### src/rtl/freq_meas_pkg.sv
// Shared types and constants for the ring-oscillator frequency measurement path.
package freq_meas_pkg;

    localparam int unsigned CNT_WIDTH_DEF   = 24;
    localparam int unsigned SYNC_STAGES_MIN = 2;

    typedef enum logic [1:0] {
        ST_IDLE     = 2'd0,
        ST_ARMING   = 2'd1,
        ST_COUNTING = 2'd2
    } meas_state_e;

endpackage

### src/rtl/sync_rise_detect.sv
// Multi-flop synchronizer for an asynchronous level with a registered
// one-cycle rising-edge pulse.
module sync_rise_detect
    import freq_meas_pkg::*;
#(
    parameter int unsigned SYNC_STAGES = 2
) (
    input  logic clk_in,
    input  logic rst,
    input  logic async_in,
    output logic level_out,
    output logic rise_pulse
);

    // Fewer than two stages would leave metastability unresolved.
    localparam int unsigned STAGES = (SYNC_STAGES < SYNC_STAGES_MIN) ? SYNC_STAGES_MIN : SYNC_STAGES;

    logic [STAGES-1:0] r_sync;
    logic              r_prev;
    logic              r_rise;

    always_ff @(posedge clk_in) begin
        if (rst) begin
            r_sync <= '0;
            r_prev <= 1'b0;
            r_rise <= 1'b0;
        end else begin
            r_sync <= {r_sync[STAGES-2:0], async_in};
            r_prev <= r_sync[STAGES-1];
            r_rise <= r_sync[STAGES-1] & ~r_prev;
        end
    end

    assign level_out  = r_sync[STAGES-1];
    assign rise_pulse = r_rise;

endmodule

### src/rtl/ring_osc_freq_counter.sv
// Counts ring-oscillator rising edges over each full gate period and hands the
// saturating count to the readout stage through a valid/ready handshake.
module ring_osc_freq_counter
    import freq_meas_pkg::*;
#(
    parameter int unsigned CNT_WIDTH   = CNT_WIDTH_DEF,
    parameter int unsigned SYNC_STAGES = 2
) (
    input  logic                 clk_in,
    input  logic                 rst,
    input  logic                 enable,
    input  logic                 osc_in,
    input  logic                 gate_in,
    output logic [CNT_WIDTH-1:0] result,
    output logic                 result_valid,
    input  logic                 result_ready,
    output logic                 saturated,
    output logic                 overrun
);

    localparam logic [CNT_WIDTH-1:0] CNT_MAX = '1;

    meas_state_e          r_state;
    meas_state_e          w_state_nxt;
    logic [CNT_WIDTH-1:0] r_cnt;
    logic [CNT_WIDTH-1:0] w_cnt_nxt;
    logic                 r_win_sat;
    logic                 w_win_sat_nxt;
    logic [CNT_WIDTH-1:0] r_result;
    logic [CNT_WIDTH-1:0] w_result_nxt;
    logic                 r_valid;
    logic                 w_valid_nxt;
    logic                 r_sat;
    logic                 w_sat_nxt;
    logic                 r_ovr;
    logic                 w_ovr_nxt;

    logic                 w_osc_rise;
    logic                 w_gate_rise;
    logic                 w_osc_level;
    logic                 w_gate_level;
    logic                 w_unused_levels;
    logic                 w_xfer;
    logic                 w_at_max;
    logic [CNT_WIDTH-1:0] w_cnt_inc;
    logic [CNT_WIDTH-1:0] w_cnt_start;

    sync_rise_detect #(.SYNC_STAGES(SYNC_STAGES)) u_osc_sync (
        .clk_in     (clk_in),
        .rst        (rst),
        .async_in   (osc_in),
        .level_out  (w_osc_level),
        .rise_pulse (w_osc_rise)
    );

    sync_rise_detect #(.SYNC_STAGES(SYNC_STAGES)) u_gate_sync (
        .clk_in     (clk_in),
        .rst        (rst),
        .async_in   (gate_in),
        .level_out  (w_gate_level),
        .rise_pulse (w_gate_rise)
    );

    // Only the edge pulses drive the measurement; levels are not needed here.
    assign w_unused_levels = w_osc_level | w_gate_level;

    assign w_xfer      = r_valid & result_ready;
    assign w_at_max    = (r_cnt == CNT_MAX);
    assign w_cnt_inc   = w_at_max ? r_cnt : r_cnt + CNT_WIDTH'(1);
    // A window opens with the coincident osc edge already counted.
    assign w_cnt_start = w_osc_rise ? CNT_WIDTH'(1) : '0;

    always_ff @(posedge clk_in) begin
        if (rst) begin
            r_state   <= ST_IDLE;
            r_cnt     <= '0;
            r_win_sat <= 1'b0;
            r_result  <= '0;
            r_valid   <= 1'b0;
            r_sat     <= 1'b0;
            r_ovr     <= 1'b0;
        end else begin
            r_state   <= w_state_nxt;
            r_cnt     <= w_cnt_nxt;
            r_win_sat <= w_win_sat_nxt;
            r_result  <= w_result_nxt;
            r_valid   <= w_valid_nxt;
            r_sat     <= w_sat_nxt;
            r_ovr     <= w_ovr_nxt;
        end
    end

    always_comb begin
        w_state_nxt   = r_state;
        w_cnt_nxt     = r_cnt;
        w_win_sat_nxt = r_win_sat;
        w_result_nxt  = r_result;
        w_valid_nxt   = r_valid;
        w_sat_nxt     = r_sat;
        w_ovr_nxt     = r_ovr;

        if (w_xfer) begin
            w_valid_nxt = 1'b0;
            w_ovr_nxt   = 1'b0;
        end

        if (!enable) begin
            w_state_nxt   = ST_IDLE;
            w_cnt_nxt     = '0;
            w_win_sat_nxt = 1'b0;
        end else begin
            unique case (r_state)
                ST_IDLE: begin
                    w_state_nxt   = ST_ARMING;
                    w_cnt_nxt     = '0;
                    w_win_sat_nxt = 1'b0;
                end
                ST_ARMING: begin
                    if (w_gate_rise) begin
                        w_state_nxt   = ST_COUNTING;
                        w_cnt_nxt     = w_cnt_start;
                        w_win_sat_nxt = 1'b0;
                    end
                end
                ST_COUNTING: begin
                    if (w_gate_rise) begin
                        w_result_nxt  = w_osc_rise ? w_cnt_inc : r_cnt;
                        w_sat_nxt     = r_win_sat | (w_osc_rise & w_at_max);
                        w_valid_nxt   = 1'b1;
                        // Overwrite of an untaken result is flagged; a coincident transfer keeps overrun as is.
                        w_ovr_nxt     = r_ovr | (r_valid & ~result_ready);
                        w_cnt_nxt     = w_cnt_start;
                        w_win_sat_nxt = 1'b0;
                    end else if (w_osc_rise) begin
                        w_cnt_nxt     = w_cnt_inc;
                        w_win_sat_nxt = r_win_sat | w_at_max;
                    end
                end
                default: begin
                    w_state_nxt = ST_IDLE;
                end
            endcase
        end
    end

    assign result       = r_result;
    assign result_valid = r_valid;
    assign saturated    = r_sat;
    assign overrun      = r_ovr;

endmodule

### config.mk
export PLATFORM = sky130hd
export DESIGN_NAME = ring_osc_freq_counter
export DESIGN_NICKNAME = d
export VERILOG_FILES = /design/src/rtl/freq_meas_pkg.sv /design/src/rtl/sync_rise_detect.sv /design/src/rtl/ring_osc_freq_counter.sv
export SDC_FILE = /design/constraint.sdc
export NUM_CORES = 1
export LEC_CHECK = 0
export ABC_CLOCK_PERIOD_IN_PS = 2300
export CAP_MARGIN = 20
export CORE_MARGIN = 8
export CORE_UTILIZATION = 40
export CTS_CLUSTER_DIAMETER = 60
export DETAILED_ROUTE_END_ITERATION = 10
export SETUP_SLACK_MARGIN = 0.05
export SYNTH_ARGS = -nofsm -noshare
export SYNTH_HDL_FRONTEND = slang
export SYNTH_SLANG_ARGS = --single-unit
### constraint.sdc
create_clock -name clk_in -period 2.3 [get_ports clk_in]
set_clock_uncertainty 0.1 [all_clocks]
set_input_delay 0.46 -clock clk_in [delete_from_list [all_inputs] [get_ports clk_in]]
set_output_delay 0.46 -clock clk_in [all_outputs]
set_load 0.02 [all_outputs]
==> impl_metrics.ini <==
[placed_design]
placed_area_um2 = 3860
portBuffers = 32
hpwl_um = 5710
gp_congestion = 0.862
place_ws_ps = -80.3
dp_cells = 527

[clock_tree]
cts_hold_buf = 0
clock-root-buffer = clkbuf_8
cts_buffers = 9
cts_buffer_depth = 2
clock_sinks = 62
cts_tree = done
clkSlewWorstSetupHoldPaths_ps = 70
htreeDepth = 3
clock_latency_ps = 350

[timing]
slew_headroom_pct = 58.1
post-route-period-util_pct = 94.1
period_minus_slack_ps = 2160
finalWorstSetupSlack_ps = 137
rsz0062_at_grt = true
fmax_mhz = 462
setup_viol = 0
tightest_slew_ps = 623
final_max_slew_viol_count = 0
tns_ps = 0
final_hold_viol_count = 0

[synthesis]
synth-simple-area-share_pct = 26.6
ys_seq_area_share_pct = 39.3
synthCells = 376
synth_edf_count = 0
synth_xor_area_share_pct = 3.60
synthTopCellsByCount = dfxtp_1 (62), nor2_1 (31)
yosys-top-cells-area = dfxtp_1 (39%), nor2_1 (3.7%), a211oi_1 (3.3%)
synthDistinctLibCells = 58
syn_nets = 387
synthArstFlopShare_pct = 0
synth.area.mux_share_pct = 0.633
yosysTopAreaCellShare_pct = 39.3
yosysWarnings = 0
synth.most_common_cell = dfxtp_1
synth_area_leader_cell = dfxtp_1
yosys.area_share.adder_pct = 1.98
ys_ff_latch = 62
synth_top_family_by_area = simple AND/OR/NAND/NOR gates
synth_compound_area_share_pct = 22.7
syn-cell-area_um2 = 3160
ys.flop_type = dfxtp_1
syn_area_per_cell_um2 = 8.41

[global_routing]
gr-total-overflow = 0
antenna_found_initial = 0
grt_usage_pct = 14.4
grt_max_degree = 34
grt_pass1_wl_um = 13000
first_global_vias = 2673

[detailed_routing]
viasPerCell = 5.40
wl_met1_um = 3830
dr_wl_met3_um = 466
highest_layer = met4
drtAntennaViolNets = 0
first_iter_violations = 146
wl_met2_um = 3480
route.final.wire_length_um = 7880
first_pass_iters = 4
wl_per_cell_um = 14.4
drc = 0
vias = 2955

[die]
rows = 32
die_y_um = 105
io_pins = 33
start_util_pct = 41.1
dieArea_um2 = 11000
fp.coreArea_um2 = 7690
die_w_um = 105

[worst_hold_path]
min_delay_path_depth = 1
hold_start = u_osc_sync.r_prev
hold_class = reg2reg

[final_layout]
num-nets-final = 451
num-fill-cells = 737
stdcell_count = 547
design_area_um2 = 4110
area.growth.synth_to_final_pct = 30.0
drive_gt1_share_pct = 19.3
diodes = 0

[setup_path]
startpoint_type = flop
slowest_stage = or4_4
crit_type = reg2reg
worst_ep_required_time_ps = 2420
cp_cell_sequence = nand4_2, or4_4, o31a_1, a211oi_1, nor4_2
cp-startpoint = r_cnt[19]
arrival_ps = 2290
ff2ff_path_depth = 5
reg2reg_from = r_cnt[19]
cp_max_fo = 8
slowest_delay_ps = 540
end_kind = flop

[status]
status = finished clean

[pwr]
p_leak_nw = 1.45
power_density_nw_per_um2 = 507
p_total_w = 0.00208
ir_drop_mv = 0.349

[flow_run]
maxCapViolations = 0
==> flip-flops by register name, indices dropped and copies added (netlist names), 2 cells and up <==
name and cells:
result 24, u_osc_sync.r_sync 2, u_gate_sync.r_sync 2, r_state 2, r_cnt 24
==> final timing paths <==
path / endpoint / slack [ps]
worst max-delay path: result[5] / 140
worst min-delay path: u_osc_sync.rise_pulse / 280
worst max register to register: result[5] / 140
worst min register to register: u_osc_sync.rise_pulse / 280
==> stage by stage <==
stage | hold WS, ps | utilization (%)
5_1_grt | 298 | 53.5
2_1_floorplan | 267 | -
4_1_cts | 290 | 52.7
6_report | 284 | 53.5
3_5_place_dp | 279 | 50.2
3_3_place_gp | 271 | 50.2
==> metal layers <==
layer  track usage (%)  up-vias
met5                 0        -
met4              6.32        0
met3              4.36        9
met2              21.7       62
met1              18.7     1376
li1                  -     1508
==> where the power goes <==
part | switching (W) | internal, W | leakage (nW)
sequential | 0.00000372 | 0.00108 | 0.501
clock | 0.000442 | 0.000496 | 0.0883
combinational | 0.0000326 | 0.0000274 | 0.858
==> area by class of cell <==
cell class                 instances  area, µm²  share of cell area (%)
inverter                          11       41.3                    1.00
tap                              102        128                    3.11
clock inverter                     6       62.6                    1.52
timing repair buffer              82        724                    17.6
multi-input combinational        274       1780                    43.4
clock buffer                      10        128                    3.11
sequential                        62       1240                    30.3
==> worst max-delay path, delay by kind of cell (launching register included) <==
| kind | cells | cell delay, ps |
|---|---|---|
| AND/OR/NAND/NOR | 3 | 840 |
| AO/OA/AOI/OAI | 2 | 660 |
| flip-flops | 1 | 420 |
==> cells in the final DEF, fill, tap and decap left out, types with 8 or more instances in the layout <==
cell type / n
o21ai_0: 19
and3_1: 10
nor2b_1: 9
xnor2_1: 12
nor3_1: 12
a211oi_1: 14
clkdlybuf4s50_1: 32
nand2b_1: 10
clkbuf_8: 9
nor2_1: 31
nand3_1: 12
a21oi_1: 19
nand2_1: 19
a31oi_1: 15
inv_1: 11
nor4_1: 8
dfxtp_1: 60
or3_1: 9
buf_4: 47
==> kinds of logic (layout without fill, tap and decap cells) <==
kind of cell | Yosys count | after routing
simple gates | 150 | 150
mux | 2 | 2
compound gates | 104 | 104
flops | 62 | 62
xor+xnor | 13 | 13
fa+ha+maj | 5 | 5
buf+inv | 40 | 109
==> what timing repair did <==
action / CTS / global route
gates resized for setup: 0 / 7
buffers inserted: 0 / 4
setup endpoints to repair: 0 / 20
Power figures use the tool's default switching activity.
